`src/rtl/fetch_stage.sv`:
```
// Instruction fetch stage: PC register with flush/stall/branch redirect,
// ROM interface and the IF/ID pipeline register with a delivered-instruction counter.
module fetch_stage #(
  parameter logic [31:0] RESET_PC = 32'h0000_0000
) (
  input  logic        clk,
  input  logic        rst,
  input  logic [5:0]  stall,
  input  logic        flush,
  input  logic [31:0] new_pc,
  input  logic        branch_flag_i,
  input  logic [31:0] branch_target_address_i,
  input  logic [31:0] rom_inst_i,
  output logic [31:0] rom_addr_o,
  output logic        rom_ce_o,
  output logic [31:0] id_pc,
  output logic [31:0] id_inst,
  output logic        id_adel,
  output logic [31:0] fetch_count
);

  logic        r_ce;
  logic [31:0] r_pc;
  logic [31:0] r_id_pc;
  logic [31:0] r_id_inst;
  logic        r_id_adel;
  logic [31:0] r_fetch_count;

  logic [31:0] w_pc_next;
  logic        w_misaligned;
  logic        w_bubble;
  logic        w_capture;
  logic        w_unused;

  // Only the PC, IF/ID and ID/EX stall bits matter to this stage.
  assign w_unused     = ^stall[5:3];
  assign w_misaligned = |r_pc[1:0];

  assign rom_addr_o = r_pc;
  assign rom_ce_o   = r_ce & ~w_misaligned;

  always_comb begin
    // NOTE: default assignment first so every path drives w_pc_next and no latch is inferred.
    w_pc_next = r_pc + 32'd4;
    if (!r_ce)              w_pc_next = RESET_PC;
    else if (flush)         w_pc_next = new_pc;
    else if (stall[0])      w_pc_next = r_pc;
    else if (branch_flag_i) w_pc_next = branch_target_address_i;
  end

  // NOTE: sequential state uses non-blocking assignments so all registers see pre-edge values.
  always_ff @(posedge clk) begin
    if (!rst) begin
      r_ce <= 1'b0;
      r_pc <= RESET_PC;
    end else begin
      r_ce <= 1'b1;
      r_pc <= w_pc_next;
    end
  end

  // A stalled IF/ID with a running ID/EX must inject a bubble, not replay the held entry.
  assign w_bubble  = stall[1] & ~stall[2];
  assign w_capture = rst & ~flush & ~stall[1];

  always_ff @(posedge clk) begin
    if (!rst || flush || w_bubble) begin
      r_id_pc   <= 32'h0;
      r_id_inst <= 32'h0;
      r_id_adel <= 1'b0;
    end else if (!stall[1]) begin
      r_id_pc   <= r_ce ? r_pc : 32'h0;
      r_id_inst <= rom_ce_o ? rom_inst_i : 32'h0;
      r_id_adel <= r_ce & w_misaligned;
    end
  end

  always_ff @(posedge clk) begin
    if (!rst)
      r_fetch_count <= 32'h0;
    else if (w_capture && r_ce)
      r_fetch_count <= r_fetch_count + 32'd1;
  end

  assign id_pc       = r_id_pc;
  assign id_inst     = r_id_inst;
  assign id_adel     = r_id_adel;
  assign fetch_count = r_fetch_count;

endmodule

```
`config.mk`:
```
export PLATFORM = sky130hd
export DESIGN_NAME = fetch_stage
export DESIGN_NICKNAME = d
export VERILOG_FILES = /design/src/rtl/fetch_stage.sv
export SDC_FILE = /design/constraint.sdc
export NUM_CORES = 1
export LEC_CHECK = 0
export ABC_AREA = 1
export ABC_CLOCK_PERIOD_IN_PS = 4200
export CAP_MARGIN = 40
export CORE_UTILIZATION = 35
export CTS_CLUSTER_DIAMETER = 30
export CTS_CLUSTER_SIZE = 16
export DETAILED_ROUTE_END_ITERATION = 8
export SLEW_MARGIN = 20
export SYNTH_ARGS = -nofsm -noshare
export SYNTH_HDL_FRONTEND = slang
export SYNTH_SLANG_ARGS = --single-unit
export TNS_END_PERCENT = 10
```
`constraint.sdc`:
```
create_clock -name clk -period 4.2 [get_ports clk]
set_input_delay 0.84 -clock clk [delete_from_list [all_inputs] [get_ports clk]]
set_output_delay 0.84 -clock clk [all_outputs]
set_load 0.02 [all_outputs]
```
Word level (Yosys, flattened, before mapping)
Cells that the tools add are included.

cells by class
  add/subtract/negate cells = 2
  $mul = 0
  divide/modulo/power cells = 0
  $lt $le $gt $ge = 0
  equality and inequality tests = 1
  shifts and indexed selects = 0
  multiplexer cells = 6
  bitwise logic cells = 9
  reductions and logical operators = 6

operators by type and width
  cell                   number
  $mux 32                5
  $add 32x1->32 const B  1
  $add 32x3->32 const B  1
  $and 1x1->1            5
  $not 1->1              4
  $logic_or 1x1->1       2
  $ne 2x1->1 const B     1
  $reduce_and 2->1       1
  $reduce_or 2->1        1
  $logic_and 1x1->1      1
  $logic_not 1->1        1
  $mux 1                 1

word-level totals
  flip-flop bits (word level) = 130
  bits in latches = 0
  memory bits (writable) = 0
  ROM bits = 0
  input bits = 106
  logic and storage cells = 30
  memories = 0

Longest topological paths before layout
  word-level depth = 4
  depth in mapped cells = 11
  gate-level depth less buffers = 10

Least setup slack after synthesis
Ideal clock, no wire load.

  path kind = input port to flip-flop
  start = in flush
  end = reg r_fetch_count[18] (netlist: fetch_count[18])
  arrival = 1,793 ps
  setup slack = 2,292 ps
  cell stages on the path = 10
  buffers on the path = 1
  cell sequence = buf_6 -> inv_2 -> nand2_2 -> nor2_4 -> nand3_2 -> nor2_2 -> nand2_1 -> nor2_4 -> a21oi_1 -> and2_1

between the ends
  word-level cells in the longest chain between the ends = 4

ends and longest elaborated chain
  element                    line  text
  start, declared            9     input logic flush,
  $not 1->1                  64    assign w_capture = rst & ~flush & ~stall[1];
  $and 1x1->1 (2 in series)  64
  $logic_and 1x1->1          81    else if (w_capture && r_ce)
  end signal, assigned       82    r_fetch_count <= r_fetch_count + 32'd1;
  end, declared              27    logic [31:0] r_fetch_count;

Every way passes these cells.
A chain may end at the register's enable or synchronous reset.

Worst setup path in the final report
  start = reg r_pc[1] (netlist: rom_addr_o[1])
  end = out rom_ce_o

between the ends
  word-level cells in the longest chain between the ends = 3

ends and longest elaborated chain
  element                 line  text
  start, declared         23    logic [31:0] r_pc;
  start signal, assigned  58    r_pc <= w_pc_next;
  $reduce_or 2->1         37    assign w_misaligned = |r_pc[1:0];
  $not 1->1               40    assign rom_ce_o = r_ce & ~w_misaligned;
  $and 1x1->1             40
  end, declared           15    output logic rom_ce_o,

Every way passes these cells.

==> flow_summary.yaml <==
detailed_routing:
  routedWlPerCell_um: 15.1
  vias_per_cell: 4.79
  routed_wl_mm: 24.3
  num_vias: 7678
  drt_iter0_drc: 387
  drc: 0
  first_pass_iters: 5
  antenna_left: 0
clock_network:
  cts_root_buffer: "clkbuf_16"
  cts_tree: "yes"
  worstSkewPairLatency_ns: 0.42
  cts.hold.buffers_added: 0
  clock_path_buffers: 2
  cts.reportedPaths.clkPinSlew_ns: 0.06
  ctsResizeCount: 0
  cts.htree.levels: 4
  numClockSinks: 130
  cts_buffers: 17
  post_cts_buffers: 0
worst_setup_path:
  r2r-end: "fetch_count[18]$_SDFFE_PN0P_"
  r2r_cells: 8
  crit_path_end: "rom_ce_o"
  arrival_ns: 2.08
  rrSetupSlack_ns: 2.07
  r2r_start: "r_ce$_DFF_P_"
  start_kind: "flip-flop"
  critical_path_class: "reg -> out"
  crit_path_max_fanout: 33
  worstPathRequired_ns: 3.36
  critPathLaunch: "rom_addr_o[1]$_SDFFE_PN0P_"
  end_kind: "output port"
final_layout:
  insertedDiodeCount: 0
  regArea_mm2: 0.00260
  stdcell_count: 1604
  num-nets-final: 1434
  syn2layout_area_growth_pct: 45.1
  drive_gt1_frac: 0.0560
  fill_cells: 1999
  final_cell_mix: "357 x nand2_1, 231 x clkdlybuf4s50_1, 145 x nor2_1, 130 x dfxtp_1, 118 x inv_1"
  multi_input_area_mm2: 0.00367
  final_common_cell: "nand2_1"
die:
  die_h_um: 143
  die_x_um: 143
  start_util: 0.357
  num_io_pins: 236
  core-area_mm2: 0.0195
  rows: 51
  die-area_mm2: 0.0204
yosys:
  async_flop_share: 0
  synth_cell_types: 36
  ys_seq_area_frac: 0.375
  syn_area_mm2: 0.00694
  ys_warn_count: 0
  synth-seq-cells: 130
  synth-main-ff-cell: "dfxtp_1"
  synth_nets: 1218
  synth-edff-count: 0
  synth_area_per_cell_um2: 6.25
  syn_inst: 1110
sta:
  setup_viol: 0
  finalCriticalPeriod_ns: 2.92
  tns_ns: 0
  min_period_over_period: 0.695
  hold_viol: 0
  slew_headroom: 0.451
  whs_ns: 0.462
  rsz0062_at_grt: "no"
  worst_pin_slew_ns: 0.823
  finClkSkew_ns: 0.00784
  maxSlewViolCount: 0
  timing.fmax_mhz: 343
grt:
  grt_pass1_wl_mm: 38.1
  antenna_found_initial: 0
  grt_util_all_layers: 0.242
  grt_pass1_vias: 7247
  grt-ovfl-total: 0
  grt_max_degree: 66
run:
  max_cap_viol_count: 0
place:
  placed_cells: 1572
  hpwl_mm: 17.5
  finalWeightedCongestion: 0.921
  io_buffers: 232
pwr:
  p_leak_uw: 0.00377
  max-vdd-ir-drop_v: 0.000284
  power_density_mw_per_mm2: 311
worst_hold_path:
  hold_depth: 2
  hp-class: "reg -> reg"
status:
  status: "completed"
[how the worst min path moves through the flow]
stage | from | endpoint | slack (ns)
after detailed placement | id_inst[26]$_SDFFE_PP0N_ | id_inst[26]$_SDFFE_PP0N_ | 0.45
after global routing | id_inst[11]$_SDFFE_PP0N_ | id_inst[11]$_SDFFE_PP0N_ | 0.48
after floorplan | r_ce$_DFF_P_ | rom_addr_o[1]$_SDFFE_PN0P_ | 0.52
final | id_inst[16]$_SDFFE_PP0N_ | id_inst[16]$_SDFFE_PP0N_ | 0.46
after global placement | id_inst[26]$_SDFFE_PP0N_ | id_inst[26]$_SDFFE_PP0N_ | 0.44
after CTS | id_inst[26]$_SDFFE_PP0N_ | id_inst[26]$_SDFFE_PP0N_ | 0.46
[flip-flops by register name, summed over array words and instances, names as in the netlist]
register	flops
id_pc	32
rom_addr_o	32
id_inst	32
r_ce	1
fetch_count	32
id_adel	1
[critical path, cell delays in order, from the launching register on]
cell and delay (ns):
dfxtp_1 0.34, nor2_2 0.11, buf_4 0.34, inv_1 0.10, nor2_1 0.13, clkdlybuf4s50_1 0.64
[cell usage after synthesis, types with 2 or more instances]
cell type,count,area (µm²)
nand4_1,8,50.1
nand2_2,6,37.5
nand3_1,80,400
clkbuf_1,30,113
nand2_1,357,1340
dfxtp_1,130,2600
nor2_2,6,37.5
buf_1,5,18.8
a22o_1,5,43.8
ha_1,2,25.0
o21ai_0,64,320
nand3b_1,8,60.1
buf_6,2,22.5
xnor2_1,2,17.5
nor2_4,7,78.8
a21oi_1,75,375
inv_2,5,18.8
nor2_1,146,548
inv_1,118,443
nand3_2,2,20.0
o211ai_1,9,67.6
nor3_1,5,25.0
xor2_1,9,78.8
a31oi_1,9,56.3
buf_2,9,45.0
[kinds of logic after synthesis]
family,synth area share
fa+ha+maj,0.00361
simple gates,0.381
xor+xnor,0.0139
buf+inv,0.0957
flops,0.375
compound gates,0.131
[report_power, final]
group / internal (µW) / total (µW) / switching (µW)
clock network: 891 / 1510 / 621
logic: 163 / 348 / 185
registers: 1250 / 1270 / 21.9
[cell type report]
cell class / instances / area share
multi-input combinational: 810 / 0.365
sequential: 130 / 0.258
timing repair buffer: 243 / 0.238
inverter: 124 / 0.0462
clock buffer: 17 / 0.0422
tap: 265 / 0.0329
clock inverter: 15 / 0.0170
[per-stage QoR]
stage,power [µW],cell area (µm²),worst slack (ns),util
finish,3130,10100,1.28,0.517
global route,3250,10100,1.19,0.517
CTS,3170,10100,1.26,0.517
detailed placement,1650,9470,1.34,0.487
global placement,1650,9470,1.32,0.487
floorplan,1460,6940,2.29,-
[metal layers]
metal,routed length (µm),track usage,vias to the layer above
met1,10800,0.300,3478
met5,0,0,-
li1,-,-,3941
met4,351,0.0758,0
met3,1820,0.0704,26
met2,11300,0.401,233
Note: power is estimated with default switching activity, not from simulation.
